### src/rtl/led_scan_bcd_display_if.sv
`default_nettype none
// ============================================================================
//  Module      : led_scan_bcd_display_if
//  Description : Display bus between a datapath status block and the
//                multiplexed 7-segment scanner.
//                master : drives EN, LZB, DP, Data_Bin; observes the outputs
//                slave  : the scanner; consumes the inputs, drives
//                         Conv_Done, COM, SEG
//  Revision    : 1.0  initial release
// ============================================================================
interface led_scan_bcd_display_if #(
    parameter int DATA_W = 14,
    parameter int DIGITS = 4
);
    logic              EN;
    logic              LZB;
    logic [DIGITS-1:0] DP;
    logic [DATA_W-1:0] Data_Bin;
    logic              Conv_Done;
    logic [DIGITS-1:0] COM;
    logic [7:0]        SEG;

    modport master (
        output EN, LZB, DP, Data_Bin,
        input  Conv_Done, COM, SEG
    );

    modport slave (
        input  EN, LZB, DP, Data_Bin,
        output Conv_Done, COM, SEG
    );
endinterface
`default_nettype wire

### src/rtl/led_scan_bcd_display.sv
`default_nettype none
// ============================================================================
//  Module      : led_scan_bcd_display
//  Description : Multiplexed 7-segment driver. A sequential double-dabble
//                engine converts Data_Bin to BCD every DATA_W+2 clocks; the
//                result is latched into a display register and scanned across
//                DIGITS active-low digit selects, with leading-zero blanking,
//                per-digit decimal points and an overflow dash pattern.
//  Ports       : Sys_CLK        system clock, rising edge
//                Sys_RST        synchronous active-high reset
//                bus.EN         display enable (0 blanks COM/SEG)
//                bus.LZB        leading-zero blanking enable
//                bus.DP         decimal point per digit
//                bus.Data_Bin   unsigned value to display
//                bus.Conv_Done  one-cycle pulse on display register update
//                bus.COM        active-low one-hot digit select
//                bus.SEG        segments {a,b,c,d,e,f,g,dp}, active-high
//  Revision    : 1.0  initial release
// ============================================================================
module led_scan_bcd_display #(
    parameter int DATA_W = 14,
    parameter int DIGITS = 4,
    parameter int DIV    = 5000
) (
    input  wire logic                 Sys_CLK,
    input  wire logic                 Sys_RST,
    led_scan_bcd_display_if.slave     bus
);

    // Number of BCD nibbles needed for 2^DATA_W-1, never fewer than DIGITS.
    function automatic int f_nibbles(input int w, input int d);
        logic [63:0] v;
        int          n;
        v = (w >= 64) ? {64{1'b1}} : ((64'd1 << w) - 64'd1);
        n = 0;
        for (int k = 0; k < 20; k++) begin
            if (v != 64'd0) begin
                v = v / 64'd10;
                n = n + 1;
            end
        end
        if (n < d) n = d;
        return n;
    endfunction

    function automatic logic [7:0] f_decode(input logic [3:0] d);
        logic [7:0] s;
        case (d)
            4'd0:    s = 8'hFC;
            4'd1:    s = 8'h60;
            4'd2:    s = 8'hDA;
            4'd3:    s = 8'hF2;
            4'd4:    s = 8'h66;
            4'd5:    s = 8'hB6;
            4'd6:    s = 8'hBE;
            4'd7:    s = 8'hE0;
            4'd8:    s = 8'hFE;
            4'd9:    s = 8'hF6;
            default: s = 8'h00;
        endcase
        return s;
    endfunction

    localparam int c_NIB   = f_nibbles(DATA_W, DIGITS);
    localparam int c_BCD_W = c_NIB * 4;
    localparam int c_IDX_W = (DIGITS > 1) ? $clog2(DIGITS) : 1;
    localparam int c_PRE_W = $clog2(DIV);
    localparam int c_CNT_W = $clog2(DATA_W + 1);

    typedef enum logic [1:0] {
        S_IDLE  = 2'd0,
        S_SHIFT = 2'd1,
        S_DONE  = 2'd2
    } state_t;

    // ------------------------------------------------------------------
    // Scan prescaler and digit index
    // ------------------------------------------------------------------
    logic [c_PRE_W-1:0] r_presc;
    logic [c_IDX_W-1:0] r_idx;
    logic               w_tick;

    assign w_tick = (r_presc == c_PRE_W'(DIV - 1));

    always_ff @(posedge Sys_CLK) begin
        if (Sys_RST) begin
            r_presc <= '0;
            r_idx   <= '0;
        end else begin
            r_presc <= w_tick ? '0 : r_presc + c_PRE_W'(1);
            if (w_tick) begin
                r_idx <= (r_idx == c_IDX_W'(DIGITS - 1)) ? '0 : r_idx + c_IDX_W'(1);
            end
        end
    end

    // ------------------------------------------------------------------
    // Converter FSM
    // ------------------------------------------------------------------
    state_t             r_state;
    state_t             w_state_nxt;
    logic               w_load;
    logic               w_shift;
    logic               w_done;
    logic [c_CNT_W-1:0] r_cnt;

    always_ff @(posedge Sys_CLK) begin
        if (Sys_RST) r_state <= S_IDLE;
        else         r_state <= w_state_nxt;
    end

    always_comb begin
        w_state_nxt = r_state;
        w_load      = 1'b0;
        w_shift     = 1'b0;
        w_done      = 1'b0;
        case (r_state)
            S_IDLE: begin
                w_load      = 1'b1;
                w_state_nxt = S_SHIFT;
            end
            S_SHIFT: begin
                w_shift = 1'b1;
                if (r_cnt == c_CNT_W'(1)) w_state_nxt = S_DONE;
            end
            S_DONE: begin
                w_done      = 1'b1;
                w_state_nxt = S_IDLE;
            end
            default: w_state_nxt = S_IDLE;
        endcase
    end

    // ------------------------------------------------------------------
    // Double-dabble datapath
    // ------------------------------------------------------------------
    logic [DATA_W-1:0]   r_bin;
    logic [c_BCD_W-1:0]  r_bcd;
    logic [c_BCD_W-1:0]  w_adj;
    logic [DIGITS*4-1:0] r_disp;
    logic                r_ovf;
    logic                r_conv_done;
    logic                w_ovf;

    always_comb begin
        w_adj = r_bcd;
        for (int i = 0; i < c_NIB; i++) begin
            if (r_bcd[i*4 +: 4] >= 4'd5) w_adj[i*4 +: 4] = r_bcd[i*4 +: 4] + 4'd3;
        end
    end

    // Any nonzero nibble above the displayed ones means value >= 10^DIGITS.
    generate
        if (c_NIB > DIGITS) begin : g_ovf
            assign w_ovf = |r_bcd[c_BCD_W-1:DIGITS*4];
        end else begin : g_no_ovf
            assign w_ovf = 1'b0;
        end
    endgenerate

    always_ff @(posedge Sys_CLK) begin
        if (Sys_RST) begin
            r_bin       <= '0;
            r_bcd       <= '0;
            r_cnt       <= '0;
            r_disp      <= '0;
            r_ovf       <= 1'b0;
            r_conv_done <= 1'b0;
        end else begin
            r_conv_done <= w_done;
            if (w_load) begin
                r_bin <= bus.Data_Bin;
                r_bcd <= '0;
                r_cnt <= c_CNT_W'(DATA_W);
            end else if (w_shift) begin
                r_bcd <= {w_adj[c_BCD_W-2:0], r_bin[DATA_W-1]};
                r_bin <= r_bin << 1;
                r_cnt <= r_cnt - c_CNT_W'(1);
            end
            if (w_done) begin
                r_disp <= r_bcd[DIGITS*4-1:0];
                r_ovf  <= w_ovf;
            end
        end
    end

    // ------------------------------------------------------------------
    // Output stage: COM/SEG are registered from the current index and the
    // display register, so a display update lands whole on the next edge.
    // ------------------------------------------------------------------
    logic [3:0]        w_dig;
    logic              w_dp;
    logic              w_hi_zero;
    logic [7:0]        w_seg;
    logic [DIGITS-1:0] w_com;
    logic [DIGITS-1:0] r_com;
    logic [7:0]        r_seg;

    always_comb begin
        w_dig     = 4'd0;
        w_dp      = 1'b0;
        w_hi_zero = 1'b1;
        for (int i = 0; i < DIGITS; i++) begin
            if (c_IDX_W'(i) == r_idx) begin
                w_dig = r_disp[i*4 +: 4];
                w_dp  = bus.DP[i];
            end
            // Current digit and everything above it must be zero to blank.
            if ((c_IDX_W'(i) >= r_idx) && (r_disp[i*4 +: 4] != 4'd0)) w_hi_zero = 1'b0;
        end
    end

    always_comb begin
        w_com = ~(DIGITS'(1) << r_idx);
        if (r_ovf)                                        w_seg = 8'h02 | {7'd0, w_dp};
        else if (bus.LZB && (r_idx != '0) && w_hi_zero)   w_seg = {7'd0, w_dp};
        else                                              w_seg = f_decode(w_dig) | {7'd0, w_dp};
    end

    always_ff @(posedge Sys_CLK) begin
        if (Sys_RST || !bus.EN) begin
            r_com <= '1;
            r_seg <= 8'h00;
        end else begin
            r_com <= w_com;
            r_seg <= w_seg;
        end
    end

    assign bus.COM       = r_com;
    assign bus.SEG       = r_seg;
    assign bus.Conv_Done = r_conv_done;

endmodule
`default_nettype wire

### src/flat_wrapper.sv
// flat-port wrapper written by rule: the top's interface ports become plain ports
module led_scan_bcd_display_flat 
#(
    parameter int DATA_W = 14,
    parameter int DIGITS = 4,
    parameter int DIV    = 5000
)
  (Sys_CLK, Sys_RST, bus_EN, bus_LZB, bus_DP, bus_Data_Bin, bus_Conv_Done, bus_COM, bus_SEG);
  led_scan_bcd_display_if #(.DATA_W(DATA_W), .DIGITS(DIGITS)) bus_i ();
  input  wire logic Sys_CLK;
  input  wire logic Sys_RST;
  input wire logic [$bits(bus_i.EN)-1:0] bus_EN;
  input wire logic [$bits(bus_i.LZB)-1:0] bus_LZB;
  input wire logic [$bits(bus_i.DP)-1:0] bus_DP;
  input wire logic [$bits(bus_i.Data_Bin)-1:0] bus_Data_Bin;
  output wire logic [$bits(bus_i.Conv_Done)-1:0] bus_Conv_Done;
  output wire logic [$bits(bus_i.COM)-1:0] bus_COM;
  output wire logic [$bits(bus_i.SEG)-1:0] bus_SEG;
  assign bus_i.EN = bus_EN;
  assign bus_i.LZB = bus_LZB;
  assign bus_i.DP = bus_DP;
  assign bus_i.Data_Bin = bus_Data_Bin;
  assign bus_Conv_Done = bus_i.Conv_Done;
  assign bus_COM = bus_i.COM;
  assign bus_SEG = bus_i.SEG;
  led_scan_bcd_display #(.DATA_W(DATA_W), .DIGITS(DIGITS), .DIV(DIV)) u_core (.Sys_CLK(Sys_CLK), .Sys_RST(Sys_RST), .bus(bus_i));
endmodule
### config.mk
export PLATFORM = sky130hd
export DESIGN_NAME = led_scan_bcd_display_flat
export DESIGN_NICKNAME = d
export VERILOG_FILES = /design/src/rtl/led_scan_bcd_display_if.sv /design/src/rtl/led_scan_bcd_display.sv /design/src/flat_wrapper.sv
export SDC_FILE = /design/constraint.sdc
export NUM_CORES = 1
export LEC_CHECK = 0
export CORE_MARGIN = 2
export CORE_UTILIZATION = 57
export DETAILED_ROUTE_END_ITERATION = 12
export GPL_ROUTABILITY_DRIVEN = 1
export HOLD_SLACK_MARGIN = 0.02
export PLACE_DENSITY = 0.79
export SLEW_MARGIN = 25
export SYNTH_ARGS = -nofsm -noshare
export SYNTH_HDL_FRONTEND = slang
export SYNTH_SLANG_ARGS = --single-unit
export TNS_END_PERCENT = 10
### constraint.sdc
create_clock -name Sys_CLK -period 3 [get_ports Sys_CLK]
set_input_delay 0.75 -clock Sys_CLK [delete_from_list [all_inputs] [get_ports Sys_CLK]]
set_output_delay 0.75 -clock Sys_CLK [all_outputs]
set_load 0.02 [all_outputs]
== Yosys cells after proc, flatten, opt, wreduce, memory -nomap -nowiden ==
Memory sizes are Yosys's and may differ from the RTL's.
Index checks and enable logic that the tools add are counted.

* Bits in registers: 85
* Bits in read-only memories: 112
* Input bits: 22
* Output and inout port bits: 13
* Word-level logic and storage cells: 94
* Memories: 1

{| class="wikitable"
|+ Memories
! memory !! words !! width !! read ports !! clocked after Yosys merged registers in !! write ports !! line !! RTL
|-
| (name not given) || 16 || 7 || 1 || 0 || 0 || led_scan_bcd_display.sv:48 || <nowiki>case (d)</nowiki>
|}

* Add/subtract/negate cells: 8
* Order comparisons: 9
* Equal/unequal tests: 9
* Shift operators: 1
* Mux-type cells: 31
* Bitwise operators: 2
* Reductions and logical operators: 20

{| class="wikitable"
|+ Operators with widths
! cell !! number
|-
| 2-to-1 mux 4 bit || 10
|-
| 2-to-1 mux 14 bit || 2
|-
| >= comparator 4 x 3 -> 1 bit, second input constant || 5
|-
| adder 4 x 2 -> 4 bit, second input constant || 4
|-
| 2-to-1 mux 8 bit || 2
|-
| nonzero test 4 bit || 4
|-
| adder 13 x 1 -> 13 bit, second input constant || 1
|-
| equality test 13 bit, second input constant || 1
|-
| 2-to-1 mux 1 bit || 11
|-
| 2-to-1 mux 2 bit || 4
|-
| bitwise OR 8 x 1 -> 8 bit || 1
|-
| logical AND 1 bit || 6
|-
| equality test 2 bit, first input constant || 2
|-
| equality test 2 bit, second input constant || 2
|-
| equality test 4 x 1 -> 1 bit, second input constant || 1
|-
| >= comparator 1 x 2 -> 1 bit, first input constant || 2
|-
| >= comparator 2 bit, first input constant || 2
|-
| zero test 2 bit || 2
|-
| NOT 4 bit || 1
|-
| case mux 2 bit (2 select lines) || 1
|-
| nonzero test 2 bit || 2
|-
| OR reduction 2 bit || 2
|-
| OR reduction 4 bit || 1
|-
| << shifter 1 x 2 -> 4 bit, first input constant || 1
|-
| other kinds (10) || 10
|}

== Longest topological paths before layout ==
* Depth in word-level cells: 12
* Depth in mapped cells: 11
* Gate-level depth less buffers: 10

== Least setup slack after synthesis ==
OpenSTA, ideal clock, no wires.

* Kind: reg-to-reg
* From: register u_core.r_idx[1]
* To: register u_core.r_seg[2], in the netlist u_core.bus.SEG[2]
* Library setup time: 121 ps
* Arrival time: 2,121 ps
* Data required time: 2,879 ps
* Setup slack: 758 ps
* Stages on the path, launching flop included: 11
* Path buffers: 1
* Period minus slack after synthesis: 2,242 ps
* Path through: dfxtp_1 -> inv_1 -> ha_1 -> buf_2 -> nand3b_1 -> a221oi_2 -> inv_1 -> ha_1 -> mux2_2 -> a21oi_1 -> nor2_1

* Cells in the longest elaborated chain, start to end: 9
* Elaborated cells on any way between the ends: 28
* Classes of those cells: 4 x order compare; 3 x eq/ne; 10 x mux; 1 x bitwise; 9 x reduce/logical; 1 x memory

{| class="wikitable"
|+ Ends and longest elaborated chain
! what !! line !! RTL
|-
| from (decl) || led_scan_bcd_display.sv:80 || <nowiki>logic [c_IDX_W-1:0] r_idx;</nowiki>
|-
| from (signal assigned) || led_scan_bcd_display.sv:92 || <nowiki>r_idx <= (r_idx == c_IDX_W'(DIGITS - 1)) ? '0 : r_idx + c_IDX_W'(1);</nowiki>
|-
| zero test 2 bit || led_scan_bcd_display.sv:204 || <nowiki>if (c_IDX_W'(i) == r_idx) begin</nowiki>
|-
| 2-to-1 mux 4 bit (4 in a row) || led_scan_bcd_display.sv:204 ||
|-
| memory (16 x 7 bit) || -- ||
|-
| 2-to-1 mux 8 bit || led_scan_bcd_display.sv:216 || <nowiki>else if (bus.LZB && (r_idx != '0) && w_hi_zero) w_seg = {7'd0, w_dp};</nowiki>
|-
| 2-to-1 mux 8 bit || led_scan_bcd_display.sv:215 || <nowiki>if (r_ovf) w_seg = 8'h02 | {7'd0, w_dp};</nowiki>
|-
| bitwise OR 8 x 1 -> 8 bit || led_scan_bcd_display.sv:217 || <nowiki>else w_seg = f_decode(w_dig) | {7'd0, w_dp};</nowiki>
|-
| to (signal assigned) || led_scan_bcd_display.sv:226 || <nowiki>r_seg <= w_seg;</nowiki>
|-
| to (decl) || led_scan_bcd_display.sv:197 || <nowiki>logic [7:0] r_seg;</nowiki>
|}

Parallel ways exist; a longest one is shown, timed or not. The select of a mux whose other input is x is not followed.
A chain may end at the register's enable or synchronous reset.

== Final worst setup path ==
* From: register u_core.r_idx[0]
* To: register u_core.r_seg[2], in the netlist u_core.bus.SEG[2]

The elaborated chain is that of the path after synthesis.

==> out/metrics.csv <==
metric,value,unit
status,finished clean,
final setup fails,0,
Synth area leaders,"dfxtp_1, ha_1, nor2_1",
Power Total,0.00210,W
port buffer count,34,
worst slack at placement,0.392,ns
CTS tree,yes,
Unique masters post-synth,44,
Syn Area/Cell,8.54,sq um
Post-synth EDFFs,0,
Mapped Cells,475,
worst r2r src,u_core.r_idx[0],
power density over the cells,454,nW/um^2
final antenna-violating net count,0,
# fillers,576,
crit path from,u_core.r_idx[0],
die area,7810,sq um
core area,6830,sq um
syn_nets,522,
gr usage total,0.213,
WL final,7730,um
layout cells sized above 1,0.0499,
Ports,35,
post-synthesis register bit count,85,
FMAX,378,MHz
Max Slew Vio Count,0,
"Data required, critical path",3.24,ns
CP Class,flip-flop to flip-flop,
largest net degree at the start of global routing,63,
cells along the critical path,ha_1 -> a211oi_1 -> a221oi_2 -> inv_1 -> ha_1 -> mux2_2 -> a21oi_1 -> nor2_1,
initial core utilization,0.594,
FP Rows,30,
Hold Path Origin,u_core.r_presc[0],
peak supply drop,0.000341,V
# diodes,0,
worst-skew pair later-pin latency,0.34,ns
Routed WL per cell,12.9,um
final std cells w/o fill,597,
CP endpoint kind,flip-flop,
share of the synthesized area in the top cell type,0.419,
clock root buffer master,clkbuf_8,
fin worst setup slack,0.354,ns
DP HPWL,5290,um
CP Buf/Inv Count,1,
startpoint type of the worst setup path,flip-flop,
Final Wtd Congestion,0.845,
Leak,1.78,nW
synth cell count leaders,"dfxtp_1, nor2_1, a21oi_1, nand2_1, ha_1",
critical path depth,8,
die height,88.4,um
Vias,3221,
Final #Nets,545,
Hold Path Depth,1,
FF/Latch Area,1700,sq um
Max-slew headroom,0.517,
1st-iter DRT viols,171,
post-layout util,0.677,
H-tree levels,3,
CP Max Fanout,16,
Hold Crit Class,flip-flop to flip-flop,
Fin Setup TNS,0,ns
area grow syn2layout,14.0,%
Fin Clk Skew,0.0104,ns
via/cell ratio,5.40,
reg2reg path depth,8,
share of flip-flops with an asynchronous set or reset,0,
first-pass GRT wire length,13200,um
cell taking the most area after synthesis,dfxtp_1,
setup bufs post-CTS,0,
Arrival @ worst endpoint,2.88,ns
vias in the first global route,3051,
Worst path most repeated cell,ha_1,
CP peak stage delay,0.60,ns
Crit path max-delay family,adder cells,
die width,88.4,um
initial antenna violation count,0,
hold buffers post-CTS,0,
max-cap viol count,0,
sequential fraction of the synthesis area,0.419,
CTS Buffer Depth,2,
fin crit share,0.882,
"Top FF cell, synth",dfxtp_1,
Slew @ Worst Pin,0.724,ns
Num CTS Buffers,9,
multi-input logic area,2160,sq um
Inst Count DP,583,
mapped cell area,4060,sq um
most common cell in the netlist,dfxtp_1,
CP max stage cell,ha_1,
post-cts gate resize count,0,
drt pass-1 iters,4,
"Hold Violations, Final",0,
crit path time final,2.65,ns
unrepaired setup endpoints after global routing,no,
drt drc,0,
GRT overflow,0,
Worst-path clk slew,0.08,ns
CTS Sinks,85,
YS warnings,0,
final timing paths:
kind / end / slack, ns
worst max-delay path: u_core.bus.SEG[2] / 0.35
worst min-delay path: u_core.r_presc[0] / 0.46
worst max register to register: u_core.bus.SEG[2] / 0.35
worst min register to register: u_core.r_presc[0] / 0.46
per-layer routing:
| metal | GRT usage | vias to the layer above | routed length [um] | part of all wire |
|---|---|---|---|---|
| met5 | 0 | - | 0 | 0 |
| met2 | 0.370 | 59 | 3700 | 0.48 |
| met4 | 0.0813 | 0 | 108 | 0.014 |
| met3 | 0.0494 | 12 | 298 | 0.039 |
| li1 | - | 1652 | - | - |
| met1 | 0.255 | 1498 | 3620 | 0.47 |
layout by cell type, fill, tap and decap left out, types with 2 or more instances in the layout:
cell type,instances
a32oi_1,4
nand3b_1,6
a21oi_1,46
nor3b_1,9
xnor2_1,13
mux2i_1,23
nand3_1,10
or3_1,2
clkdlybuf4s50_1,33
clkbuf_1,2
a211oi_1,5
inv_1,23
nand4_1,2
nor3_1,4
o21ai_0,10
mux2_2,2
dfxtp_1,85
nand2_1,45
a311oi_1,3
buf_4,6
a22oi_1,12
a21o_1,4
clkbuf_8,10
nor2b_1,5
nor2_1,76
ha_1,25
nor4_1,3
xor2_1,7
nand2b_1,8
cells by family after synthesis:
group,share of synthesized area
and+or+nand+nor,0.202
AOI/OAI and AO/OA,0.147
DFF,0.419
buffers and inverters,0.0490
muxes,0.0623
adders and majority gates,0.0771
xor gates and xnor gates,0.0432
registers in the layout (all words and copies together), names as in the netlist:
name,flops
u_core.r_bcd,20
u_core.r_disp,16
u_core.r_bin,14
u_core.r_presc,13
u_core.bus.SEG,8
u_core.bus.COM,4
u_core.r_cnt,4
u_core.r_idx,2
u_core.r_state,2
u_core.bus.Conv_Done,1
u_core.r_ovf,1
cell type report:
cell class | count | share of cell area
clock buffers | 12 | 0.0314
clock inverters | 2 | 0.00758
well taps | 96 | 0.0260
repair buffers | 40 | 0.0823
flip-flops and latches | 85 | 0.368
inverters | 23 | 0.0187
multi-input cells | 339 | 0.466
per-stage QoR:
stage | area [sq um] | hold slack [ns]
after floorplan | 4060 | 0.418
after global placement | 4440 | 0.429
after detailed placement | 4440 | 0.449
after CTS | 4620 | 0.460
after global routing | 4620 | 0.489
final | 4620 | 0.461
power breakdown:
part,switching [W],internal (W)
Combinational,0.0000735,0.0000757
Clock,0.000376,0.000399
Sequential,0.0000215,0.00116
Total,0.000471,0.00163
(Power assumes the default switching activity.)
